`src/rtl/tc_mma_pkg.sv`:
```
// Shared definitions for the tensor-core tile issuer: default tile shape,
// controller states and the FP16/FP32 element types.
package tc_mma_pkg;

   localparam int M_DEF = 4;
   localparam int N_DEF = 4;
   localparam int K_DEF = 4;

   typedef enum logic [2:0] {
      IDLE,
      LOAD,
      DRAIN,
      ISSUE,
      WAIT,
      STORE,
      DONE
   } state_t;

   typedef logic [15:0] fp16_t;
   typedef logic [31:0] fp32_t;

endpackage

```
`src/rtl/tc_tile_buffer.sv`:
```
// Staging storage for one tile job: word-indexed load of packed A/B and C words,
// FP16 unpacking onto the matrix buses, and a full-width capture of the D result.
import tc_mma_pkg::*;

module tc_tile_buffer #(
   parameter int M = M_DEF,
   parameter int N = N_DEF,
   parameter int K = K_DEF,
   localparam int NA = M * K / 2,
   localparam int NB = K * N / 2,
   localparam int NC = M * N,
   localparam int NW = NA + NB + NC,
   localparam int IW = $clog2(NW),
   localparam int DW = $clog2(NC)
) (
   input  logic              clk,
   input  logic              rst,
   input  logic              wr_en,
   input  logic [IW-1:0]     wr_idx,
   input  fp32_t             wr_data,
   input  logic              d_capture,
   input  logic [32*NC-1:0]  matrix_d,
   input  logic [DW-1:0]     d_idx,
   output fp32_t             d_word,
   output logic [16*M*K-1:0] matrix_a,
   output logic [16*K*N-1:0] matrix_b,
   output logic [32*NC-1:0]  matrix_c
);

   // Word layout: A words, then B words, then C words, in load order.
   fp32_t words [NW];
   fp32_t d_words [NC];

   always_ff @(posedge clk or posedge rst) begin
      if (rst) begin
         for (int i = 0; i < NW; i++) words[i] <= '0;
         for (int i = 0; i < NC; i++) d_words[i] <= '0;
      end else begin
         if (wr_en) words[wr_idx] <= wr_data;
         if (d_capture) begin
            for (int i = 0; i < NC; i++) d_words[i] <= matrix_d[32*i +: 32];
         end
      end
   end

   assign d_word = d_words[d_idx];

   // Even elements sit in the low half of each word, odd ones in the high half.
   for (genvar gi = 0; gi < M * K; gi++) begin : g_a
      assign matrix_a[16*gi +: 16] = words[gi/2][16*(gi%2) +: 16];
   end

   for (genvar gi = 0; gi < K * N; gi++) begin : g_b
      assign matrix_b[16*gi +: 16] = words[NA + gi/2][16*(gi%2) +: 16];
   end

   for (genvar gi = 0; gi < NC; gi++) begin : g_c
      assign matrix_c[32*gi +: 32] = words[NA + NB + gi];
   end

endmodule

```
`src/rtl/tc_mma_issuer.sv`:
```
// Tile job controller: loads A/B/C from word memory, hands the tile to the
// tensor core, captures D and streams it back to memory.
import tc_mma_pkg::*;

module tc_mma_issuer #(
   parameter int M  = M_DEF,
   parameter int N  = N_DEF,
   parameter int K  = K_DEF,
   parameter int AW = 16
) (
   input  logic              clk,
   input  logic              rst,
   input  logic              cmd_valid,
   output logic              cmd_ready,
   input  logic [AW-1:0]     cmd_a_addr,
   input  logic [AW-1:0]     cmd_b_addr,
   input  logic [AW-1:0]     cmd_c_addr,
   input  logic [AW-1:0]     cmd_d_addr,
   output logic              done,
   output logic              mem_req,
   output logic              mem_we,
   output logic [AW-1:0]     mem_addr,
   output logic [31:0]       mem_wdata,
   input  logic [31:0]       mem_rdata,
   output logic              mma_enable,
   output logic              mma_valid,
   input  logic              mma_ready,
   input  logic              result_valid,
   output logic [16*M*K-1:0] matrix_a,
   output logic [16*K*N-1:0] matrix_b,
   output logic [32*M*N-1:0] matrix_c,
   input  logic [32*M*N-1:0] matrix_d
);

   localparam int NA = M * K / 2;
   localparam int NB = K * N / 2;
   localparam int NC = M * N;
   localparam int NW = NA + NB + NC;
   localparam int IW = $clog2(NW);
   localparam int DW = $clog2(NC);
   localparam int CW = $clog2(NW + 1);

   if ((M * K) % 2 != 0 || (K * N) % 2 != 0) begin : g_odd_tile
      $error("tc_mma_issuer: M*K and K*N must be even for FP16 word packing");
   end

   state_t          state_reg, state_next;
   logic [CW-1:0]   cnt_reg, cnt_next;
   logic [AW-1:0]   a_base_reg, b_base_reg, c_base_reg, d_base_reg;
   logic            pend_reg;
   logic [IW-1:0]   pend_idx_reg;
   logic            d_capture;
   fp32_t           d_word;

   always_ff @(posedge clk or posedge rst) begin
      if (rst) begin
         state_reg    <= IDLE;
         cnt_reg      <= '0;
         a_base_reg   <= '0;
         b_base_reg   <= '0;
         c_base_reg   <= '0;
         d_base_reg   <= '0;
         pend_reg     <= 1'b0;
         pend_idx_reg <= '0;
      end else begin
         state_reg <= state_next;
         cnt_reg   <= cnt_next;
         if (cmd_valid && cmd_ready) begin
            a_base_reg <= cmd_a_addr;
            b_base_reg <= cmd_b_addr;
            c_base_reg <= cmd_c_addr;
            d_base_reg <= cmd_d_addr;
         end
         // Read data returns one cycle later; remember which slot it belongs to.
         pend_reg     <= (state_reg == LOAD);
         pend_idx_reg <= cnt_reg[IW-1:0];
      end
   end

   always_comb begin
      state_next = state_reg;
      cnt_next   = cnt_reg;
      cmd_ready  = 1'b0;
      done       = 1'b0;
      mem_req    = 1'b0;
      mem_we     = 1'b0;
      mem_addr   = '0;
      mem_wdata  = '0;
      mma_enable = 1'b1;
      mma_valid  = 1'b0;
      d_capture  = 1'b0;
      case (state_reg)
         IDLE: begin
            mma_enable = 1'b0;
            cmd_ready  = 1'b1;
            cnt_next   = '0;
            if (cmd_valid) state_next = LOAD;
         end
         LOAD: begin
            mem_req = 1'b1;
            if (cnt_reg < CW'(NA))
               mem_addr = a_base_reg + AW'(cnt_reg);
            else if (cnt_reg < CW'(NA + NB))
               mem_addr = b_base_reg + AW'(cnt_reg - CW'(NA));
            else
               mem_addr = c_base_reg + AW'(cnt_reg - CW'(NA + NB));
            if (cnt_reg == CW'(NW - 1)) begin
               cnt_next   = '0;
               state_next = DRAIN;
            end else begin
               cnt_next = cnt_reg + 1'b1;
            end
         end
         DRAIN: state_next = ISSUE;
         ISSUE: begin
            mma_valid = 1'b1;
            if (mma_ready) state_next = WAIT;
         end
         WAIT: begin
            if (result_valid) begin
               d_capture  = 1'b1;
               state_next = STORE;
            end
         end
         STORE: begin
            mem_req   = 1'b1;
            mem_we    = 1'b1;
            mem_addr  = d_base_reg + AW'(cnt_reg);
            mem_wdata = d_word;
            if (cnt_reg == CW'(NC - 1)) begin
               cnt_next   = '0;
               state_next = DONE;
            end else begin
               cnt_next = cnt_reg + 1'b1;
            end
         end
         DONE: begin
            done       = 1'b1;
            state_next = IDLE;
         end
         default: state_next = IDLE;
      endcase
   end

   tc_tile_buffer #(
      .M(M),
      .N(N),
      .K(K)
   ) u_buf (
      .clk       (clk),
      .rst       (rst),
      .wr_en     (pend_reg),
      .wr_idx    (pend_idx_reg),
      .wr_data   (mem_rdata),
      .d_capture (d_capture),
      .matrix_d  (matrix_d),
      .d_idx     (cnt_reg[DW-1:0]),
      .d_word    (d_word),
      .matrix_a  (matrix_a),
      .matrix_b  (matrix_b),
      .matrix_c  (matrix_c)
   );

endmodule

```
`config.mk`:
```
export PLATFORM = sky130hd
export DESIGN_NAME = tc_mma_issuer
export DESIGN_NICKNAME = d
export VERILOG_FILES = /design/src/rtl/tc_mma_pkg.sv /design/src/rtl/tc_tile_buffer.sv /design/src/rtl/tc_mma_issuer.sv
export SDC_FILE = /design/constraint.sdc
export NUM_CORES = 2
export LEC_CHECK = 0
export CORE_AREA = 2 2 663 665
export DETAILED_ROUTE_END_ITERATION = 10
export DIE_AREA = 0 0 665 667
export PLACE_DENSITY = 0.44
export SLEW_MARGIN = 20
export SYNTH_ARGS = -nofsm -noshare
export SYNTH_HDL_FRONTEND = slang
export SYNTH_SLANG_ARGS = --single-unit
```
`constraint.sdc`:
```
create_clock -name clk -period 148.1 [get_ports clk]
set_input_delay 14.81 -clock clk [delete_from_list [all_inputs] [get_ports clk]]
set_output_delay 14.81 -clock clk [all_outputs]
set_load 0.05 [all_outputs]
```
; Yosys cells after proc, flatten, opt, wreduce, memory -nomap -nowiden
; Cells that the tools add are included.
[word_totals]
output_inout_bits = 1078
wordCells = 116
register_bits = 1615
inputBits = 613
[op_classes]
n_eq_ne = 13
n_reduce_logical = 6
mux = 27
n_bitwise = 2
n_lt_le_gt_ge = 5
add_sub_neg = 7
[op_table]
columns = op, count
row1 = 1024-bit bitwise mux, 1
row2 = 32-bit demux with 5-bit select, 1
row3 = 32-bit binary-select mux with 4-bit select, 1
row4 = 32-bit two-way mux, 4
row5 = 16-bit adder, 2
row6 = 16-bit by 6-bit adder with 16-bit output, 2
row7 = 16-bit two-way mux, 2
row8 = 16-bit one-hot mux with 2 select lines, 1
row9 = 3-bit one-hot mux with 6 select lines, 1
row10 = 6-bit one-hot mux with 3 select lines, 1
row11 = 3-bit two-way mux, 5
row12 = 6-bit two-way mux, 2
row13 = "3-bit == test, second input constant", 3
row14 = 1-bit two-way mux, 8
row15 = "2-bit inequality test, second input constant", 4
row16 = "6-bit by 4-bit subtractor with 7-bit output, second input constant", 1
row17 = "6-bit by 5-bit subtractor with 7-bit output, second input constant", 1
row18 = "6-bit by 1-bit adder with 6-bit output, second input constant", 1
row19 = "3-bit by 2-bit == test with 1-bit output, second input constant", 2
row20 = "6-bit by 4-bit == test with 1-bit output, second input constant", 1
row21 = "6-bit by 5-bit == test with 1-bit output, second input constant", 1
row22 = "6-bit greater-or-equal comparator, second input constant", 1
row23 = "6-bit by 1-bit less-than comparator with 1-bit output, second input constant", 1
row24 = "6-bit by 4-bit less-than comparator with 1-bit output, second input constant", 1
row25 = 11 further kinds, 12

; Logic depth before layout (Yosys ltp)
[logic_depth]
word_depth = 6
ltp_mapped = 14
mapped_depth_nobuf = 12

; By module
; A second synthesis with hierarchy kept.
[hier_totals]
cells_unflattened = 4283
hier_area_um2 = 67218.2
[modules_own_cells]
columns = module, cells_each, seq_area_each_um2, n_inst, area_per_inst_um2
row1 = tc_tile_buffer, 3643, 38436.9, 1, 61078.6
row2 = tc_mma_issuer, 640, 1976.9, 1, 6139.6

; Worst setup path before layout
; No wires, ideal clock.
[synth_timing]
kind = register to output
start = register cnt_reg[4]
end = output mem_addr[12]
path_buffers = 1
required_ns = 133.290
arrival_ns = 4.837
stages_incl_launch_ff = 14
slack_ns = 128.453
path_cell_list = dfrtp_1 -> inv_1 -> ha_1 -> clkbuf_1 -> clkinv_1 -> a21oi_1 -> ha_1 -> a2111oi_0 -> inv_1 -> o211ai_1 -> a21oi_1 -> a21oi_1 -> mux2_2 -> o32ai_1
[synth_via]
elab_chain_cells = 5
elab_cells_between_ends = 11
classes_between = 6 x add/sub / 2 x order compare / 3 x mux
[synth_rtl]
columns = item, line_no
row1 = "start, declared", tc_mma_issuer.sv:48  ; logic [CW-1:0] cnt_reg, cnt_next;
row2 = "start signal, assigned", tc_mma_issuer.sv:67  ; cnt_reg <= cnt_next;
row3 = 6-bit by 5-bit subtractor with 7-bit output or 6-bit by 4-bit subtractor with 7-bit output (tied branches), "tc_mma_issuer.sv:106, tc_mma_issuer.sv:104"
row4 = 16-bit adder (on tied branches), "tc_mma_issuer.sv:106, tc_mma_issuer.sv:104"
row5 = 16-bit two-way mux, tc_mma_issuer.sv:103  ; else if (cnt_reg < CW'(NA + NB))
row6 = 16-bit two-way mux, tc_mma_issuer.sv:101  ; if (cnt_reg < CW'(NA))
row7 = 16-bit one-hot mux with 2 select lines *, tc_mma_issuer.sv:92  ; case (state_reg)
row8 = "end, declared", tc_mma_issuer.sv:22  ; output logic [AW-1:0] mem_addr,
; Every way passes the cells marked *; elsewhere a longest branch is shown, timed or not.

; Worst setup path in the final report
[layout_timing]
start = register cnt_reg[0]
end = output mem_wdata[1]
[layout_via]
elab_chain_cells = 5
[layout_rtl]
columns = item, line_no
row1 = 4-bit inverter with 5-bit output (implied by the code), tc_tile_buffer.sv:46  ; assign d_word = d_words[d_idx];
row2 = 32-bit binary-select mux with 4-bit select, tc_tile_buffer.sv:46
row3 = 32-bit two-way mux (implied by the code) (2 in series), tc_tile_buffer.sv:46
row4 = 32-bit two-way mux, tc_mma_issuer.sv:92
row5 = "end, declared", tc_mma_issuer.sv:23  ; output logic [31:0] mem_wdata,
; No other way between the ends. The select of a mux whose other input is x is not followed.

==> results.yml <==
outcome:
  status: "completed"
global_route:
  overflow: 0
  antenna_found_initial: 132
  grt_max_degree: 173
  grt_pass1_wl_um: 421000
  track_usage: 0.138
  grt_pass1_vias: 46200
finish:
  nFillCells: 46100
  stdcell_count: 11800
  layout-drive-gt1-share: 0.372
  area_growth_syn_to_layout_pct: 45.4
  fin_nets: 6545
synth:
  async_flop_share: 1.00
  synth-edff-count: 0
  synth_top_area_share: 0.606
  yosys_warnings: 0
  synth_cells: 4197
  synth_area_sq_um: 66700
  synthFlopType: "dfrtp_1"
  yosysUniqueCellTypes: 57
  synth_nets: 4863
  synth.area.top_cells: "dfrtp_1, mux2_2, mux4_2, ha_1, clkbuf_1"
  synth_seq_cells: 1615
  ys_seq_area_frac: 0.606
  syn_area_per_cell_sq_um: 15.9
  synth_most_common_cell: "dfrtp_1"
  synth_common_cells: "dfrtp_1, mux2_2, mux4_2, clkbuf_1, buf_2"
  yosysTopAreaCell: "dfrtp_1"
drt:
  wire_per_inst_um: 26.9
  vias: 44400
  postRouteAntennaNets: 0
  vias_per_cell: 3.76
  drtIter0Drc: 2723
  drt-total-wl_um: 318000
  remaining_drc_errors: 0
  firstDrtPassIters: 6
floorplanning:
  start_util: 0.153
  die_area_sq_um: 444000
  core_area_sq_um: 437000
  num_rows: 243
  die_w_um: 665
  fp.dieH_um: 667
  boundaryPins: 1691
worst_hold_path:
  min_path_type: "flop to flop"
timing:
  relSlewSlack: 0.208
  setup_viol: 0
  timing.final.crit_share: 0.144
  maxSlewViolCount: 0
  layout_min_cycle_time_ns: 21.34
  tns_ns: 0
  worst_pin_slew_ns: 1.18
  finalHoldViolCount: 0
  clock.fmax_ghz: 0.0469
  rsz0062_at_grt: "no"
  layout_setup_ws_ns: 126.76
  skew_ns: 0.0675
clocking:
  hold_buffers: 0
  cts.sinks: 1615
  clock_latency_ns: 0.89
  cts-buffers-inserted: 199
  clkTransAtPathRegs_ns: 0.05
  htree_levels: 4
  clockBufferDepth: 4
  cts_tree: "yes"
  root_buffer: "clkbuf_16"
  cts_resized: 0
  cts_setup_buffers: 0
setup_path:
  crit_chain: "buf_4 -> buf_4 -> buf_4 -> mux4_2 -> mux4_2 -> and2_1 -> clkdlybuf4s50_1"
  rrSetupSlack_ns: 143.10
  crit_path_top_delay_cell: "clkdlybuf4s50_1"
  worstPathRequired_ns: 133.29
  slowest_delay_ns: 1.01
  cp.arrival_ns: 6.53
  critical_path_class: "flop to primary output"
  critPathMostFrequentCell: "buf_4"
  start_kind: "flop"
  path_max_fanout: 37
  critPathCaptureType: "primary output"
place:
  dp_hpwl_um: 237000
  dp_cells: 11400
  gp_congestion: 0.821
  dp_slack_ns: 125.89
  portBuffers: 1690
power:
  power-per-cell-area_nw_per_um2: 18.2
  ir_drop_mv: 0.00994
  leakage_uw: 0.0401
job:
  max_cap_violations: 0
[worst max-delay path, delay by kind of cell (launching register included)]
kind / cells / cell delay (ns)
buffers and inverters: 4 / 3.34
muxes: 2 / 1.19
DFF: 1 / 0.83
and+or+nand+nor: 1 / 0.17
[path summary, 6_finish.rpt]
path                                          from                 end  cells past startpoint
worst max register to register        state_reg[2]  u_buf.d_words[109]                      8
min in group asynchronous                      rst  u_buf.d_words[106]                      2
worst min register to register  u_buf.d_words[303]  u_buf.d_words[303]                      1
worst max-delay path                    cnt_reg[0]        mem_wdata[1]                      7
max in group asynchronous                      rst  u_buf.matrix_b[43]                     10
worst min-delay path            u_buf.d_words[303]  u_buf.d_words[303]                      1
[area by class of cell]
cell class,count,area [sq um],area share
Antenna cell,28,70.1,0.000722
Inverter,28,113,0.00116
Multi-Input combinational cell,2250,25100,0.259
Tap cell,5757,7200,0.0743
Clock buffer,296,5930,0.0611
Sequential cell,1615,40400,0.417
Timing Repair Buffer,1785,17500,0.180
Clock inverter,56,638,0.00658
[kinds of logic after synthesis]
family | Yosys count | synth area share
buf+inv | 332 | 0.0211
xor+xnor | 44 | 0.00578
compound gates | 164 | 0.0158
mux | 1761 | 0.324
simple gates | 228 | 0.0167
flops | 1615 | 0.606
fa+ha+maj | 53 | 0.0104
[through the flow]
| stage | total power, uW | utilization | cell area [sq um] | hold slack (ns) |
|---|---|---|---|---|
| 4_1_cts | 1800 | 0.222 | 96900 | 0.503 |
| 6_report | 1770 | 0.222 | 97000 | 0.500 |
| 3_3_place_gp | 1280 | 0.207 | 90300 | 0.485 |
| 2_1_floorplan | 1040 | - | 66700 | 0.449 |
| 3_5_place_dp | 1290 | 0.207 | 90300 | 0.491 |
| 5_1_grt | 1850 | 0.222 | 97000 | 0.507 |
[where the power goes]
group / switching, uW / internal, uW
logic: 352 / 275
registers: 83.6 / 560
clock network: 203 / 292
[cells in the final DEF, fill, tap and decap left out, drive strengths merged, types with 9 or more instances in the layout]
cell type      count
buf              127
bufinv             9
inv               32
xor2              20
clkdlybuf4s50   1658
ha                49
a21oi             42
and2              33
diode             28
a21o              10
a211oi            16
nand3             15
nor3              12
mux2            1597
dfrtp           1615
clkbuf           296
xnor2             24
clkinv            40
mux4             160
o21a               9
o21ai             38
nor2              63
nand2             62
[metal layers]
metal | up-vias | part of all wire | track usage | wire [um]
met5 | - | 0.0017 | 0 | 540
met4 | 88 | 0.036 | 0.0413 | 11400
met3 | 529 | 0.065 | 0.0357 | 20600
met2 | 1562 | 0.53 | 0.258 | 169000
met1 | 23600 | 0.37 | 0.150 | 116000
li1 | 18600 | - | - | -
No activity file was read; power rests on OpenSTA's default activity.
